[src/rtl/fetch_ctrl_if.sv]
// Instruction-memory request/acknowledge bundle between the fetch sequencer
// and the instruction memory.
interface fetch_ctrl_if;
  logic        imem_req;
  logic [31:0] imem_addr;
  logic        imem_ack;
  logic [31:0] imem_rdata;

  modport master (output imem_req, output imem_addr, input imem_ack, input imem_rdata);
  modport slave  (input imem_req, input imem_addr, output imem_ack, output imem_rdata);
endinterface

[src/rtl/fetch_ctrl.sv]
// Fetch-stage sequencer: owns PC_F, runs the imem req/ack handshake, holds the
// IF/ID register and parks one fetched word while the hazard unit stalls.
module fetch_ctrl #(
  parameter logic [31:0] RESET_PC  = 32'h0000_3000,
  parameter logic [31:0] NOP_INSTR = 32'h0000_0000
) (
  input  logic               clk,
  input  logic               reset,
  input  logic               stall,
  input  logic               br_taken_D,
  input  logic [31:0]        npc_in,
  fetch_ctrl_if.master       imem,
  output logic [31:0]        PC_F,
  output logic [31:0]        IR_D,
  output logic [31:0]        PC4_D,
  output logic               valid_D
);

  typedef enum logic {S_REQ, S_HOLD} state_t;

  state_t      state_q, state_d;
  logic [31:0] pc_q, pc_d;
  logic [31:0] ir_q, ir_d;
  logic [31:0] pc4_q, pc4_d;
  logic        vld_q, vld_d;
  logic [31:0] buf_q, buf_d;
  logic        req;
  logic        advance;
  logic [31:0] instr;
  logic [31:0] pc_plus4;

  assign pc_plus4 = pc_q + 32'd4;

  always_comb begin
    state_d = state_q;
    pc_d    = pc_q;
    ir_d    = ir_q;
    pc4_d   = pc4_q;
    vld_d   = vld_q;
    buf_d   = buf_q;
    req     = 1'b0;
    advance = 1'b0;
    instr   = imem.imem_rdata;

    case (state_q)
      S_REQ: begin
        req = 1'b1;
        if (imem.imem_ack) begin
          if (!stall) begin
            advance = 1'b1;
          end else begin
            // Stalled on arrival: park the word; the redirect decision waits for the advance.
            buf_d   = imem.imem_rdata;
            state_d = S_HOLD;
          end
        end
      end
      S_HOLD: begin
        if (!stall) begin
          advance = 1'b1;
          instr   = buf_q;
          state_d = S_REQ;
        end
      end
      default: state_d = S_REQ;
    endcase

    // IR_D only changes here, so a branch in D redirects exactly once.
    if (advance) begin
      ir_d  = instr;
      pc4_d = pc_plus4;
      vld_d = 1'b1;
      pc_d  = br_taken_D ? npc_in : pc_plus4;
    end
  end

  always_ff @(posedge clk) begin
    if (reset) begin
      state_q <= S_REQ;
      pc_q    <= RESET_PC;
      ir_q    <= NOP_INSTR;
      pc4_q   <= 32'd0;
      vld_q   <= 1'b0;
      buf_q   <= 32'd0;
    end else begin
      state_q <= state_d;
      pc_q    <= pc_d;
      ir_q    <= ir_d;
      pc4_q   <= pc4_d;
      vld_q   <= vld_d;
      buf_q   <= buf_d;
    end
  end

  assign imem.imem_req  = req & ~reset;
  assign imem.imem_addr = pc_q;
  assign PC_F           = pc_q;
  assign IR_D           = ir_q;
  assign PC4_D          = pc4_q;
  assign valid_D        = vld_q;

endmodule

[src/flat_wrapper.sv]
// flat-port wrapper written by rule: the top's interface ports become plain ports
module fetch_ctrl_flat 
#(
  parameter logic [31:0] RESET_PC  = 32'h0000_3000,
  parameter logic [31:0] NOP_INSTR = 32'h0000_0000
)
  (clk, reset, stall, br_taken_D, npc_in, PC_F, IR_D, PC4_D, valid_D, imem_imem_req, imem_imem_addr, imem_imem_ack, imem_imem_rdata);
  fetch_ctrl_if imem_i ();
  input  logic clk;
  input  logic reset;
  input  logic stall;
  input  logic br_taken_D;
  input  logic [31:0] npc_in;
  output logic [31:0] PC_F;
  output logic [31:0] IR_D;
  output logic [31:0] PC4_D;
  output logic valid_D;
  output wire logic [$bits(imem_i.imem_req)-1:0] imem_imem_req;
  output wire logic [$bits(imem_i.imem_addr)-1:0] imem_imem_addr;
  input wire logic [$bits(imem_i.imem_ack)-1:0] imem_imem_ack;
  input wire logic [$bits(imem_i.imem_rdata)-1:0] imem_imem_rdata;
  assign imem_imem_req = imem_i.imem_req;
  assign imem_imem_addr = imem_i.imem_addr;
  assign imem_i.imem_ack = imem_imem_ack;
  assign imem_i.imem_rdata = imem_imem_rdata;
  fetch_ctrl #(.RESET_PC(RESET_PC), .NOP_INSTR(NOP_INSTR)) u_core (.clk(clk), .reset(reset), .stall(stall), .br_taken_D(br_taken_D), .npc_in(npc_in), .imem(imem_i), .PC_F(PC_F), .IR_D(IR_D), .PC4_D(PC4_D), .valid_D(valid_D));
endmodule
[config.mk]
export PLATFORM = sky130hd
export DESIGN_NAME = fetch_ctrl_flat
export DESIGN_NICKNAME = d
export VERILOG_FILES = /design/src/rtl/fetch_ctrl_if.sv /design/src/rtl/fetch_ctrl.sv /design/src/flat_wrapper.sv
export SDC_FILE = /design/constraint.sdc
export NUM_CORES = 1
export LEC_CHECK = 0
export ABC_CLOCK_PERIOD_IN_PS = 3020
export CAP_MARGIN = 20
export CORE_MARGIN = 2
export CORE_UTILIZATION = 47
export CTS_CLUSTER_SIZE = 40
export DETAILED_ROUTE_END_ITERATION = 8
export HOLD_SLACK_MARGIN = 0.02
export PLACE_DENSITY = 0.78
export SYNTH_ARGS = -nofsm -noshare
export SYNTH_HDL_FRONTEND = slang
export SYNTH_SLANG_ARGS = --single-unit
[constraint.sdc]
create_clock -name clk -period 3.02 [get_ports clk]
set_input_delay 0.604 -clock clk [delete_from_list [all_inputs] [get_ports clk]]
set_output_delay 0.604 -clock clk [all_outputs]
set_load 0.02 [all_outputs]
==> metrics <==
initial antenna violation count 0; maximum clock rate 0.407 GHz; Setup Skew 0.00625 ns; top_reg_cell synth dfxtp_1; biggest area consumer among synthesized cells dfxtp_1; Cell Rows 42; Seq/Total Area, Yosys 40.6%; Finished Core Util 66.7%; Mapped Cells 794; syn_nets 864; Slew Viols, Final 0; DR pass1 iterations 5; number of synthesized flops with an enable pin 0; TritonCTS Buffers 17; ANT cells 0; DR vias 6241; Clock Latency Late Sink 0.42 ns; FF+latch count, synth 130; Routed WL per cell 16.4 um; count of nets after finishing 999; H-tree Lvls 4; Starting Density 48.2%; hold endpoint u_core.buf_q[14]$_SDFFE_PP0P_; hold depth 2; Worst EP required 3.35 ns; Port Buf Inserts 198; Root Driver clkbuf_16; die width 121 um; DR DRC count 0; Arr. time, crit path 2.79 ns; unrepaired setup endpoints after global routing no; post-DP HPWL 12100 um; CP Class reg2reg; FILL cells 1136; DR vias/cell 5.58; die area 14600 um^2; synthesized cell area 6410 um^2; worst rel slew slack 43.3%; Worst-path clk slew 0.06 ns; layout cells sized above 1 10.8%; Worst Path Max Fanout 8; Final Hold Viols 0; HP Start u_core.buf_q[14]$_SDFFE_PP0P_; Hold Path Class reg2reg; largest cells by area after synthesis dfxtp_1 41%, a21oi_1 7.2%, nand2_1 6.1%; TritonCTS clock tree yes; reg2reg setup slack 0.56 ns; pin count of the biggest net entering global routing 77; Finish-stage setup viols 0; Reg-to-Reg Start u_core.PC_F[2]$_SDFFE_PP0N_; top-count cell post-synth dfxtp_1; vias in the first global route 5688; P&R area growth vs syn 38.3%; max cap viols 0; Synth warnings 0; Fin Setup TNS 0 ns; Final Wtd Congestion 0.800; Initial DRC Count 483; peak supply drop 310 uV; grt ovf 0; first-pass GRT wire length 29100 um; Synth cell types 52; Post-CTS Setup Bufs 0; status finished, final reports clean; Pwr per Cell Area 536 nW/um^2; die height 121 um; Slew @ Worst Pin 0.851 ns; total track usage 25.0%; crit path capture type flip-flop; Critical R2R Capture u_core.PC_F[20]$_SDFFE_PP0N_; Post-DRT Antenna Nets 0; total routed wirelength 18300 um; post-CTS resize count 0; clk buf depth 2; average size of a mapped cell 8.08 um^2; overall power 0.00475 W; CTS Hold Buffers Added 0; I/O pin cnt 199; share of the synthesized area in the top cell type 40.6%; clock sink count 130; area of the multi-input gates 3270 um^2; Synth async-reset ratio 0%; Leak 3.26 nW; register area 2600 um^2; fin crit share 81.4%; core area 13300 um^2; min Tclk post-route 2.46 ns; Startpoint Class flip-flop; Synth top cells by count 130 x dfxtp_1, 105 x nand2_1, 92 x a21oi_1; worst r2r path cells 6
layer usage:
layer / wire (um) / global-route usage, % / part of all wire [%]
met3: 1410 / 5.90 / 7.7
met4: 406 / 9.30 / 2.2
met2: 8550 / 40.0 / 47
met5: 0 / 0 / 0
met1: 7920 / 32.6 / 43
cells in the final DEF (no fill, tap or decap), types with 14 or more instances in the layout:
cell,instances
clkdlybuf4s50_1,196
dfxtp_1,129
nand2_1,105
a21oi_1,92
nor2_1,90
nor2b_1,32
o221a_2,32
a211oi_1,29
buf_4,25
nand3_1,22
clkbuf_16,17
and3_1,14
xor2_1,14
o21ai_0,14
kinds of logic (layout without fill, tap and decap cells):
group,after synthesis,in the layout,share of synthesized area [%]
muxes,4,4,0.624
and+or+nand+nor,310,310,23.8
buffers and inverters,113,261,8.62
AOI/OAI and AO/OA,209,209,22.5
DFF,130,130,40.6
xor gates and xnor gates,27,27,3.69
adders and majority gates,1,1,0.195
flip-flops by register name, indices dropped and copies added, names as in the netlist:
| signal | cells |
|---|---|
| u_core.IR_D | 32 |
| u_core.PC4_D | 32 |
| u_core.PC_F | 32 |
| u_core.buf_q | 32 |
| u_core.state_q | 1 |
| u_core.valid_D | 1 |
report_power, final:
group          switching, W  leakage (nW)  internal, W
sequential        0.0000996          1.07      0.00182
combinational      0.000415          1.91     0.000400
clock              0.000747         0.282      0.00127
worst max-delay path: stages, from the launching register on:
cell and delay (ns):
dfxtp_1 0.52, ha_1 0.22, nand4_1 0.24, nor4_2 0.59, nand3_1 0.20, or4_1 0.43, a31oi_1 0.17
worst max path at each step:
stage | from | endpoint | slack, ns | depth (start not counted)
finish | u_core.PC_F[2]$_SDFFE_PP0N_ | u_core.PC_F[20]$_SDFFE_PP0N_ | 0.56 | 6
global route | u_core.PC_F[2]$_SDFFE_PP0N_ | u_core.PC_F[20]$_SDFFE_PP0N_ | 0.38 | 6
CTS | u_core.PC_F[4]$_SDFFE_PP0N_ | u_core.PC_F[29]$_SDFFE_PP0N_ | 0.59 | 5
detailed placement | stall | u_core.PC_F[26]$_SDFFE_PP0N_ | 0.39 | 4
global placement | stall | u_core.PC_F[23]$_SDFFE_PP0N_ | 0.43 | 4
floorplan | u_core.PC_F[2]$_SDFFE_PP0N_ | u_core.PC_F[20]$_SDFFE_PP0N_ | 0.74 | 7
final cells by class:
type                       count  share of cell area (%)
inverter                       6                   0.254
multi-input combinational    551                    36.8
timing repair buffer         223                    24.5
sequential                   130                    29.4
clock buffer                  22                    5.35
tap                          176                    2.48
clock inverter                10                    1.21
metrics by stage:
stage,area [um^2],hold WS (ns),worst slack (ns),cells
6_report,8870,0.453,0.563,1118
5_1_grt,8870,0.474,0.380,1118
4_1_cts,8870,0.455,0.590,1118
3_5_place_dp,8290,0.447,0.390,1086
3_3_place_gp,8290,0.442,0.425,1086
2_1_floorplan,6410,0.436,0.740,794
Note: power is estimated with default switching activity, not from simulation.
